`src/rtl/spi_pkg.sv`:
```
// spi_pkg: shared byte type and default sizing for the SPI receive path
`timescale 1ns/1ps
package spi_pkg;
  typedef logic [7:0] spi_byte_t;
  localparam int SPI_FIFO_DEPTH = 8;
  localparam int SPI_IDLE_CYCLES = 400;
endpackage

```
`src/rtl/sync_fifo.sv`:
```
// sync_fifo: show-ahead single-clock FIFO with explicit occupancy counter
`timescale 1ns/1ps
module sync_fifo #(
  parameter int WIDTH = 8,
  parameter int DEPTH = 8
) (
  input  logic                   clk,
  input  logic                   nreset,
  input  logic                   push,
  input  logic [WIDTH-1:0]       din,
  input  logic                   pop,
  output logic [WIDTH-1:0]       dout,
  output logic                   empty,
  output logic                   full,
  output logic [$clog2(DEPTH):0] level
);
  localparam int PW = $clog2(DEPTH);
  localparam logic [PW:0] FULL_LEVEL = (PW+1)'(DEPTH);
  logic [WIDTH-1:0] mem_q [DEPTH];
  logic [WIDTH-1:0] mem_d [DEPTH];
  logic [PW-1:0] wr_ptr_q, wr_ptr_d, rd_ptr_q, rd_ptr_d;
  logic [PW:0] level_q, level_d;
  logic wr, rd;
  always_comb begin
    empty = level_q == '0;
    full = level_q == FULL_LEVEL;
    wr = push & (~full | pop);
    rd = pop & ~empty;
    mem_d = mem_q;
    if (wr) mem_d[wr_ptr_q] = din;
    wr_ptr_d = wr ? wr_ptr_q + PW'(1) : wr_ptr_q;
    rd_ptr_d = rd ? rd_ptr_q + PW'(1) : rd_ptr_q;
    level_d = level_q + (PW+1)'(wr) - (PW+1)'(rd);
    dout = mem_q[rd_ptr_q];
    level = level_q;
  end
  always_ff @(posedge clk or negedge nreset) begin
    if (!nreset) begin
      mem_q <= '{default: '0};
      wr_ptr_q <= '0;
      rd_ptr_q <= '0;
      level_q <= '0;
    end else begin
      mem_q <= mem_d;
      wr_ptr_q <= wr_ptr_d;
      rd_ptr_q <= rd_ptr_d;
      level_q <= level_d;
    end
  end
endmodule

```
`src/rtl/spi_rx_framer.sv`:
```
// spi_rx_framer: frames SPI slave bytes by spi_clk edge counting into a valid/ready FIFO
`timescale 1ns/1ps
module spi_rx_framer
  import spi_pkg::*;
#(
  parameter int DEPTH = SPI_FIFO_DEPTH,
  parameter int IDLE_CYCLES = SPI_IDLE_CYCLES
) (
  input  logic                   clk,
  input  logic                   nreset,
  input  logic                   spi_clk,
  input  logic [7:0]             regin,
  output logic [7:0]             rx_data,
  output logic                   rx_valid,
  input  logic                   rx_ready,
  output logic [$clog2(DEPTH):0] level,
  output logic                   overflow,
  input  logic                   ovf_clr,
  output logic                   frame_err
);
  localparam logic [15:0] IDLE_MAX = 16'(IDLE_CYCLES);
  localparam logic [15:0] IDLE_LAST = 16'(IDLE_CYCLES - 1);
  logic s1_q, s2_q, s3_q;
  logic [2:0] cnt_q, cnt_d;
  logic pending_q, pending_d;
  logic [15:0] idle_q, idle_d;
  logic overflow_q, overflow_d, frame_err_q, frame_err_d;
  logic rise, fall, timeout, push, pop, empty, full;
  spi_byte_t fifo_dout;
  always_comb begin
    rise = s2_q & ~s3_q;
    fall = ~s2_q & s3_q;
    timeout = ~rise & ~fall & (idle_q == IDLE_LAST);
    push = fall & pending_q;
    pop = ~empty & rx_ready;
    idle_d = (rise | fall) ? '0 : (idle_q == IDLE_MAX) ? idle_q : idle_q + 16'd1;
    cnt_d = rise ? cnt_q + 3'd1 : timeout ? 3'd0 : cnt_q;
    pending_d = (rise & (cnt_q == 3'd7)) ? 1'b1 : (push | (timeout & (cnt_q != 3'd0))) ? 1'b0 : pending_q;
    frame_err_d = timeout & (cnt_q != 3'd0);
    overflow_d = (push & full & ~pop) | (overflow_q & ~ovf_clr);
    rx_data = fifo_dout;
    rx_valid = ~empty;
    overflow = overflow_q;
    frame_err = frame_err_q;
  end
  always_ff @(posedge clk or negedge nreset) begin
    if (!nreset) begin
      s1_q <= 1'b0;
      s2_q <= 1'b0;
      s3_q <= 1'b0;
      cnt_q <= '0;
      pending_q <= 1'b0;
      idle_q <= '0;
      overflow_q <= 1'b0;
      frame_err_q <= 1'b0;
    end else begin
      s1_q <= spi_clk;
      s2_q <= s1_q;
      s3_q <= s2_q;
      cnt_q <= cnt_d;
      pending_q <= pending_d;
      idle_q <= idle_d;
      overflow_q <= overflow_d;
      frame_err_q <= frame_err_d;
    end
  end
  sync_fifo #(.WIDTH(8), .DEPTH(DEPTH)) u_fifo (
    .clk(clk),
    .nreset(nreset),
    .push(push),
    .din(regin),
    .pop(pop),
    .dout(fifo_dout),
    .empty(empty),
    .full(full),
    .level(level)
  );
endmodule

```
`config.mk`:
```
export PLATFORM = sky130hd
export DESIGN_NAME = spi_rx_framer
export DESIGN_NICKNAME = d
export VERILOG_FILES = /design/src/rtl/spi_pkg.sv /design/src/rtl/sync_fifo.sv /design/src/rtl/spi_rx_framer.sv
export SDC_FILE = /design/constraint.sdc
export NUM_CORES = 1
export LEC_CHECK = 0
export ABC_CLOCK_PERIOD_IN_PS = 2800
export CORE_ASPECT_RATIO = 0.75
export CORE_MARGIN = 3
export CORE_UTILIZATION = 55
export DETAILED_ROUTE_END_ITERATION = 10
export MAX_ROUTING_LAYER = met4
export PLACE_DENSITY = 0.81
export RECOVER_POWER = 25
export SYNTH_ARGS = -nofsm -noshare
export SYNTH_HDL_FRONTEND = slang
export SYNTH_SLANG_ARGS = --single-unit
```
`constraint.sdc`:
```
create_clock -name clk -period 2.8 [get_ports clk]
set_clock_uncertainty 0.15 [all_clocks]
set_input_delay 0.28 -clock clk [delete_from_list [all_inputs] [get_ports clk]]
set_output_delay 0.28 -clock clk [all_outputs]
set_load 0.01 [all_outputs]
```
Yosys cells after proc, flatten, opt, wreduce, memory -nomap -nowiden:

Cells that the tools add are included.

* equality and inequality tests: 5
* shift operators: 0
* add/sub/neg operators: 6
* multipliers: 0
* bitwise gates (word level): 27
* muxes and demuxes: 12
* divide/modulo/power cells: 0
* reduce and logical (&&, ||, !) cells: 5
* $lt $le $gt $ge: 3

Operators with widths (number)
* bitwise mux 64 bit: 1
* == test 16 x 9 -> 1 bit (second input constant): 2
* two-way mux 16 bit: 2
* binary-select mux 8 bit (select 3 bit): 1
* demux 8 bit (select 3 bit): 1
* two-way mux 8 bit: 3
* adder 16 x 1 -> 16 bit (second input constant): 1
* AND 1 bit: 13
* adder 3 x 1 -> 3 bit (second input constant): 3
* >= comparator 4 bit (second input constant): 2
* inverter 1 bit: 8
* inverter 3 -> 4 bit: 2
* two-way mux 3 bit: 2
* adder 4 x 1 -> 4 bit: 1
* == test 4 bit (second input constant): 1
* zero test 4 bit: 1
* < comparator 4 x 1 -> 1 bit (second input constant): 1
* bitwise OR 1 bit: 4
* nonzero test 2 bit: 2
* subtractor 4 x 1 -> 4 bit: 1
* == test 3 bit (second input constant): 1
* nonzero test 3 bit: 1
* two-way mux 1 bit: 2
* inequality test 2 bit (second input constant): 1
* logical AND 1 bit: 1

* bits in latches: 0
* memory bits (read-only): 0
* word-level logic and storage cells: 77
* memory bits (writable): 0
* register bits after elaboration: 99
* memories kept: 0

Depth between registers and ports, before layout:

Gate-level depths: netlist (run 1).

* depth after elaboration: 9
* depth in mapped cells: 11

Modules after synthesis:

A second synthesis (run 1) with hierarchy kept.

* cell total of the unflattened synthesis: 354
* area total of the unflattened synthesis: 4914.7 um^2

Modules (own cells, without submodules)
* sync_fifo: cells each 219, instances 1, seq. area each 1851.8 um^2, area an instance 3572.2 um^2
* spi_rx_framer: cells each 135, instances 1, seq. area each 625.6 um^2, area an instance 1342.5 um^2

Worst setup path after synthesis (run 1):

No wires, ideal clock.

* path kind: flip-flop to flip-flop
* start: reg u_fifo.level_q[2] (netlist: u_fifo.level[2])
* end: reg u_fifo.level_q[2] (netlist: u_fifo.level[2])
* setup slack: 0.197 ns
* period minus slack after synthesis: 2.603 ns
* stages on the path, launching flop included: 11
* data required time: 2.527 ns
* arrival time: 2.331 ns
* path through: dfrtp_1 -> inv_1 -> ha_1 -> or3b_2 -> nand2_1 -> inv_1 -> ha_1 -> inv_1 -> ha_1 -> fa_1 -> xor2_1

RTL lines
* start: declaration: RTL line sync_fifo.sv:22 `logic [PW:0] level_q, level_d;`
* start signal: assignment: RTL line sync_fifo.sv:47 `level_q <= level_d;`
* zero test 4 bit *: RTL line sync_fifo.sv:25 `empty = level_q == '0;`
* inverter 1 bit *
* net rx_valid: RTL line spi_rx_framer.sv:14 `output logic rx_valid,`
* AND 1 bit: RTL line spi_rx_framer.sv:35 `pop = ~empty & rx_ready;`
* AND 1 bit *: RTL line sync_fifo.sv:28 `rd = pop & ~empty;`
* net u_fifo.rd: RTL line sync_fifo.sv:23 `logic wr, rd;`
* subtractor 4 x 1 -> 4 bit *: RTL line sync_fifo.sv:33 `level_d = level_q + (PW+1)'(wr) - (PW+1)'(rd);`
* net u_fifo.level_d[2]: RTL line sync_fifo.sv:22

The timed path passes the listed nets; every way through them passes the cells marked *.
A chain may end at the register's enable or synchronous reset.

Final worst setup path (run 1):

* start: reg u_fifo.rd_ptr_q[0]
* end: out rx_data[0]

* longest elaborated chain between the ends: 4

RTL lines
* start: declaration: RTL line sync_fifo.sv:21 `logic [PW-1:0] wr_ptr_q, wr_ptr_d, rd_ptr_q, rd_ptr_d;`
* start signal: assignment: RTL line sync_fifo.sv:46 `rd_ptr_q <= rd_ptr_d;`
* inverter 3 -> 4 bit (implied by the code): RTL line sync_fifo.sv:34 `dout = mem_q[rd_ptr_q];`
* binary-select mux 8 bit (select 3 bit): RTL line sync_fifo.sv:34
* two-way mux 8 bit (implied by the code) (2 in a row): RTL line sync_fifo.sv:34
* end: declaration: RTL line spi_rx_framer.sv:13 `output logic [7:0] rx_data,`

Every way passes these cells. The select of a mux whose other input is x is not followed.

==> flow_summary.toml, run 1 <==
[timing]
rsz0062_at_grt = "no"
min_period_ns = 2.71
setup_ws_ns = 0.0916
worst_pin_slew_ns = 1.35
hold_viol = 0
fin_setup_tns_ns = 0
relSlewSlack_pct = 10.0
slew_viol_final = 0
fmax_ghz = 0.369
post-route-period-util_pct = 96.7
setup_viol = 0

[detailed_routing]
drt_iter0_drc = 253
vias = 3070
first_pass_iters = 4
routedWlPerCell_um = 19.3
via_per_inst = 6.01
drc_errors = 0
drtAntennaViolNets = 0
drt-total-wl_mm = 9.89

[power_and_ir_drop]
power_density_nw_per_um2 = 893
vdd_drop_max_mv = 0.571
p_leak_nw = 2.31

[cells_and_area]
fill_cells = 591
n_antenna_cell = 0
area_growth_pct = 15.8
fin_nets = 427
regArea_um2 = 2480
multiInputGateArea_um2 = 2330
drive_gt1_share_pct = 33.5

[synthesis]
synth_area_um2 = 4950
synth_common_cells = "dfrtp_1, mux2_2, inv_1, nand2_1, mux4_2"
synth-edff-count = 0
yosys-top-cells-area = "dfrtp_1, mux2_2, mux4_2"
syn_area_per_cell_um2 = 13.9
ys_types = 46
yosys_warnings = 0
yosysTopAreaCell = "dfrtp_1"
synth_most_common_cell = "dfrtp_1"
netlist_instances = 356
ys_async_sr_fraction_pct = 100
synthFlopType = "dfrtp_1"
ys_seq_area_share_pct = 50.1
synthesis.nets = 385
ys_ff_latch = 99
synth_top_area_share_pct = 50.1

[setup_path]
critPathMaxFanout = 10
reg2regPathDepth = 10
cpMaxStageDelayCell = "mux4_2"
slowest_delay_ns = 0.52
arrival_ns = 2.28
crit_type = "flop to output pin"
cp-start-kind = "flop"
worstPathRequired_ns = 2.37
end_kind = "output pin"
path_cells = "buf_12, mux4_2, mux2_2, clkdlybuf4s50_1"

[clocking]
htreeDepth = 3
cts_root_buf = "clkbuf_16"
cts_tree = "done"
cts_setup_buffers = 0
insertion_delay_ns = 0.34
cts_buffer_depth = 2
clkTransAtPathRegs_ns = 0.06
clock-sinks = 99
cts_made_buffers = 9

[floorplanning]
die_w_um = 116
std_cell_rows = 29
boundaryPins = 28
design.core.area_um2 = 8600
start_util_pct = 57.6
die_h_um = 88.2
die_area_um2 = 10200

[placement]
numPortBuffers = 27
dp_hpwl_mm = 6.39
dp_slack_ns = 0.148
gp_congestion = 0.845

[outcome]
status = "finished clean"

[flow_run]
drv_cap = 0

[global_route]
grt_pass1_wl_mm = 16.4
grt_pass1_vias = 3163
overflow = 0
grt.total_usage_pct = 21.9
antenna_found_initial = 0
grt_max_degree = 100

[worst_hold_path]
hold_path_depth = 0
hp-class = "flop to flop"
==> critical path: cells and delay by family (launching register included) <==
kind                   cells  cell delay, ns
buffers and inverters      2            0.66
flip-flops                 1            0.48
multiplexers               2            0.80
==> through the flow <==
step	utilization (%)	hold WS, ns	instance area (um2)	power (mW)	cells
global placement	63.2	0.182	5440	3.83	494
finish	66.7	0.199	5730	5.12	511
floorplan	-	-0.166	4950	3.26	356
CTS	66.8	0.201	5740	5.18	511
detailed placement	63.2	0.187	5440	3.92	494
global route	66.7	0.209	5730	5.43	511
==> placed cells by master, fill, tap and decap left out, types with 3 or more instances in the layout <==
cell	count
xor2_1	4
a311oi_4	8
nand2_1	16
clkdlybuf4s50_1	25
dfrtp_1	97
nand3_1	7
or3_1	4
xnor2_1	5
buf_4	14
a31oi_1	3
a21oi_1	8
inv_1	20
nor2_1	4
nand2b_1	8
ha_1	15
nor4_1	5
mux2_2	72
o21ai_0	3
nor3_1	5
mux2i_1	8
nand4_1	6
mux4_2	16
clkbuf_16	9
==> cell type report <==
class,instances,share of cell area (%)
clock buffer,10,3.99
tap,108,2.36
timing repair buffer,44,7.16
inverter,21,1.37
multi-input combinational,223,40.7
sequential,99,43.3
clock inverter,6,1.13
==> timing repair <==
action	CTS	global route
setup endpoints to repair	8	1
hold buffers	1	0
gates resized for setup	2	1
endpoints found under the hold margin	99	0
==> flip-flops by register name, summed over array words and instances, names as in the netlist <==
name             flops
u_fifo.mem_q        64
idle_q              16
u_fifo.level         4
cnt_q                3
u_fifo.rd_ptr_q      3
u_fifo.wr_ptr_q      3
frame_err            1
overflow             1
pending_q            1
s1_q                 1
s2_q                 1
s3_q                 1
==> kinds of logic (layout without fill, tap and decap cells) <==
| family | after synthesis | count (layout) | share of synthesized area (%) |
|---|---|---|---|
| buffers and inverters | 34 | 81 | 2.83 |
| multiplexers | 98 | 98 | 25.7 |
| AND/OR/NAND/NOR | 66 | 66 | 7.91 |
| XOR/XNOR | 9 | 9 | 1.59 |
| AO/OA/AOI/OAI | 34 | 34 | 7.69 |
| adder cells (fa/ha/maj) | 16 | 16 | 4.20 |
| flip-flops | 99 | 99 | 50.1 |
==> routing by layer <==
| metal | routed length, um | part of all wire [%] | vias to the layer above | global-route usage [%] |
|---|---|---|---|---|
| li1 | - | - | 1415 | - |
| met1 | 4670 | 47 | 1598 | 30.4 |
| met2 | 4730 | 48 | 49 | 33.1 |
| met3 | 419 | 4.2 | 8 | 5.87 |
| met4 | 72 | 0.73 | 0 | 3.84 |
| met5 | 0 | 0 | - | - |
==> final timing paths <==
check / startpoint / endpoint / slack [ns]
hold / removal: s1_q / s2_q / 0.20
min in group asynchronous: nreset / u_fifo.mem_q[17] / 0.78
hold reg to reg: s1_q / s2_q / 0.20
setup reg to reg: u_fifo.level[2] / u_fifo.level[2] / 0.18
max in group asynchronous: nreset / u_fifo.rd_ptr_q[0] / 0.80
setup / recovery: u_fifo.rd_ptr_q[0] / rx_data[0] / 0.09
==> where the power goes <==
part | switching (mW) | internal, mW
combinational | 0.732 | 1.06
clock | 0.542 | 0.695
sequential | 0.334 | 1.76
Note: power is estimated with default switching activity, not from simulation.
==> inputs of run 2 (changes only) <==
Settings changed: CORE_MARGIN 3 to 8.
==> flow_summary.toml, run 2 (synthesized netlist as in run 1, its figures left out) <==
[cells_and_area]
fin_util_pct = 64.4
fill_cells = 640
drive_gt1_share_pct = 32.9
final_common_cell = "dfrtp_1"
largest_reg_flops = 64
n_antenna_cell = 0
mostFrequentLayoutCells = "dfrtp_1, mux2_2, clkdlybuf4s50_1"
area_growth_pct = 15.7
fin_cells = 513
fin_nets = 425
top_register = "u_fifo.mem_q"
fin_area_um2 = 5730

[placement]
dp_hpwl_mm = 6.58
dpl-instance-area_um2 = 5430
gp_congestion = 0.773
numPlacedInstances = 496
numPortBuffers = 27
dp_slack_ns = 0.138

[floorplanning]
die_w_um = 126
boundaryPins = 28
die_h_um = 98.2
design.core.area_um2 = 8900
std_cell_rows = 30
start_util_pct = 55.6
die_area_um2 = 12300

[setup_path]
worstPathRequired_ns = 2.37
end_kind = "output pin"
cp-start-kind = "flop"
critPathMaxFanout = 18
crit_type = "flop to output pin"
cpMaxStageDelayCell = "mux4_2"
path_cells = "buf_12, mux4_2, mux2_2, clkdlybuf4s50_1"
slowest_delay_ns = 0.53
reg2reg_slack_ns = 0.15
arrival_ns = 2.25

[power_and_ir_drop]
vdd_drop_max_mv = 0.474
fin_total_pwr_mw = 5.12
p_leak_nw = 2.30
power_density_nw_per_um2 = 894

[detailed_routing]
drc_errors = 0
routedWlPerCell_um = 19.2
via_per_inst = 5.98
drt_iter0_drc = 194
drtAntennaViolNets = 0
drt-total-wl_mm = 9.85
first_pass_iters = 5
vias = 3068

[timing]
worst_pin_slew_ns = 0.946
rsz0062_at_grt = "no"
fmax_ghz = 0.374
fin_setup_tns_ns = 0
hold_slack_ns = 0.206
setup_ws_ns = 0.123
relSlewSlack_pct = 36.9
slew_viol_final = 0
post-route-period-util_pct = 95.6
min_period_ns = 2.68
hold_viol = 0
setup_viol = 0

[outcome]
status = "finished clean"

[clocking]
cts_buffer_depth = 2
clock-sinks = 99
cts_root_buf = "clkbuf_16"
htreeDepth = 3
insertion_delay_ns = 0.34
cts_made_buffers = 9
clkTransAtPathRegs_ns = 0.06
cts_tree = "done"
cts_setup_buffers = 0

[global_route]
grt_pass1_vias = 3213
overflow = 0
grt.total_usage_pct = 17.5
grt_max_degree = 62
antenna_found_initial = 0
grt_pass1_wl_mm = 16.7

[flow_run]
drv_cap = 0

[worst_hold_path]
hp-class = "flop to flop"
==> run 2: where the power goes <==
part | internal (mW) | total, mW | switching, mW
Sequential | 1.76 | 2.08 | 0.326
Combinational | 1.04 | 1.80 | 0.753
Clock | 0.722 | 1.24 | 0.522
==> run 2: worst max-delay path: cells and delay by family (launching register included) <==
kind                   cells  cell delay (ns)
DFF                        1             0.39
muxes                      2             0.81
buffers and inverters      2             0.70
==> run 2: what timing repair did <==
| action | in CTS | in global routing |
|---|---|---|
| hold buffers | 1 | 0 |
| endpoints found under the hold margin | 38 | 0 |
| endpoints found under the setup margin | 8 | 1 |
| gates resized for setup | 1 | 1 |
==> run 2: cell type report <==
cell class / count / area [um2] / area share, %
multi-input combinational: 223 / 2330 / 40.8
tap: 112 / 140 / 2.45
clock buffer: 11 / 243 / 4.24
timing repair buffer: 42 / 393 / 6.86
inverter: 21 / 78.8 / 1.38
sequential: 99 / 2480 / 43.3
clock inverter: 5 / 61.3 / 1.07
==> run 2: worst paths after layout <==
| check | startpoint | endpoint | cells past startpoint |
|---|---|---|---|
| max in group asynchronous | nreset | u_fifo.wr_ptr_q[0] | 3 |
| worst max register to register | u_fifo.level[2] | u_fifo.level[2] | 10 |
| worst max-delay path | u_fifo.rd_ptr_q[0] | rx_data[7] | 4 |
| min in group asynchronous | nreset | u_fifo.mem_q[25] | 2 |
| worst min register to register | s1_q | s2_q | 0 |
| worst min-delay path | s1_q | s2_q | 0 |
==> run 2: layer usage <==
metal  part of all wire (%)  vias to the layer above  global-route usage (%)
li1                       -                     1405                       -
met1                     45                     1601                    21.9
met2                     50                       57                    27.8
met3                    4.0                        5                    4.52
met4                   0.61                        0                    4.76
met5                      0                        -                       -
==> inputs of run 3 (changes only) <==
Settings changed: CORE_ASPECT_RATIO 0.75 to 1.1.
==> flow_summary.toml, run 3 (synthesized netlist as in run 1, its figures left out) <==
[global_route]
antenna_found_initial = 0
overflow = 0
grt_pass1_wl_mm = 16.5
grt_pass1_vias = 3317
grt_max_degree = 43
grt.total_usage_pct = 17.4

[detailed_routing]
vias = 3043
drc_errors = 0
drtAntennaViolNets = 0
routedWlPerCell_um = 18.9
first_pass_iters = 4
drt-total-wl_mm = 9.81
drt_iter0_drc = 192
via_per_inst = 5.87

[power_and_ir_drop]
power_density_nw_per_um2 = 866
vdd_drop_max_mv = 0.490
p_leak_nw = 2.28
fin_total_pwr_mw = 4.92

[placement]
gp_congestion = 0.820
dpl-instance-area_um2 = 5440
dp_hpwl_mm = 6.95
dp_slack_ns = 0.114
numPortBuffers = 27

[timing]
hold_slack_ns = 0.207
relSlewSlack_pct = 29.5
fin_setup_tns_ns = 0
setup_viol = 0
setup_ws_ns = 0.122
post-route-period-util_pct = 95.6
slew_viol_final = 0
hold_viol = 0
min_period_ns = 2.68
rsz0062_at_grt = "no"
worst_pin_slew_ns = 1.06
fmax_ghz = 0.373

[cells_and_area]
fin_area_um2 = 5670
largest_reg_flops = 64
final_common_cell = "dfrtp_1"
mostFrequentLayoutCells = "dfrtp_1, mux2_2, clkdlybuf4s50_1"
n_antenna_cell = 0
area_growth_pct = 14.6
drive_gt1_share_pct = 33.7
top_register = "u_fifo.mem_q"
fin_nets = 428

[setup_path]
end_kind = "flop"
arrival_ns = 2.78
crit_type = "flop to flop"
cp-start-kind = "flop"
r2r_start = "u_fifo.level[2]"
worstPathRequired_ns = 2.90
critPathMaxFanout = 3
setup.worst_path.start = "u_fifo.level[2]"

[floorplanning]
start_util_pct = 56.1
die_w_um = 106
design.core.area_um2 = 8830
die_area_um2 = 12300
die_h_um = 115
std_cell_rows = 36
boundaryPins = 28

[clocking]
htreeDepth = 3
cts_made_buffers = 9
cts_root_buf = "clkbuf_8"
insertion_delay_ns = 0.36
cts_tree = "done"
clock-sinks = 99
clkTransAtPathRegs_ns = 0.10
cts_buffer_depth = 2

[flow_run]
drv_cap = 0

[worst_hold_path]
min_from = "s1_q"
hp-class = "flop to flop"

[outcome]
status = "finished clean"
==> run 3: cell count changes in the layout (fill, tap and decap cells not counted), sizes merged <==
cell | previous run | this run
clkbuf | 13 | 12
clkinv | 3 | 2
buf | 13 | 16
inv | 22 | 21
clkinvlp | 0 | 2
bufinv | 1 | 2
==> run 3: worst max-delay path: stages, from the launching register on <==
cell	delay, ns
dfrtp_1	0.38
inv_1	0.11
ha_1	0.18
or3b_2	0.50
nand2_2	0.12
inv_1	0.05
ha_1	0.27
inv_1	0.05
ha_1	0.21
fa_1	0.38
xor2_1	0.17
==> run 3: worst paths after layout <==
kind / cells past startpoint / to / slack, ns
hold / removal: 0 / s2_q / 0.21
hold reg to reg: 0 / s2_q / 0.21
min in group asynchronous: 2 / u_fifo.mem_q[25] / 0.51
max in group asynchronous: 3 / u_fifo.rd_ptr_q[1] / 0.44
setup reg to reg: 10 / u_fifo.level[2] / 0.12
setup / recovery: 10 / u_fifo.level[2] / 0.12
==> run 3: through the flow <==
step           std cells  utilization, %
3_5_place_dp         500            61.7
5_1_grt              518            64.3
6_report             518            64.3
4_1_cts              517            64.4
2_1_floorplan        356               -
3_3_place_gp         500            61.7
==> run 3: cell type report <==
cell class	count	area, um2
Multi-Input combinational cell	223	2330
Sequential cell	99	2480
Timing Repair Buffer	45	413
Tap cell	114	143
Clock inverter	6	88.8
Clock buffer	10	138
Fill cell	658	3150
Inverter	21	78.8
==> run 3: where the power goes <==
| part | switching, mW | total (mW) | internal [mW] | leakage, nW |
|---|---|---|---|---|
| registers | 0.315 | 2.07 | 1.75 | 1.20 |
| clock network | 0.486 | 1.01 | 0.528 | 0.108 |
| logic | 0.769 | 1.83 | 1.06 | 0.973 |
==> run 3: repair_timing <==
item,4_1_cts,5_1_grt
setup buffers,0,1
hold endpoints to repair,40,0
endpoints found under the setup margin,8,3
hold buffers,1,0
resized for setup,1,1
==> run 3: routing by layer <==
metal	vias up	part of all wire [%]	track usage, %
li1	1406	-	-
met4	0	1.3	5.54
met2	42	55	31.3
met3	12	2.9	3.06
met1	1583	41	19.3
met5	-	0	-
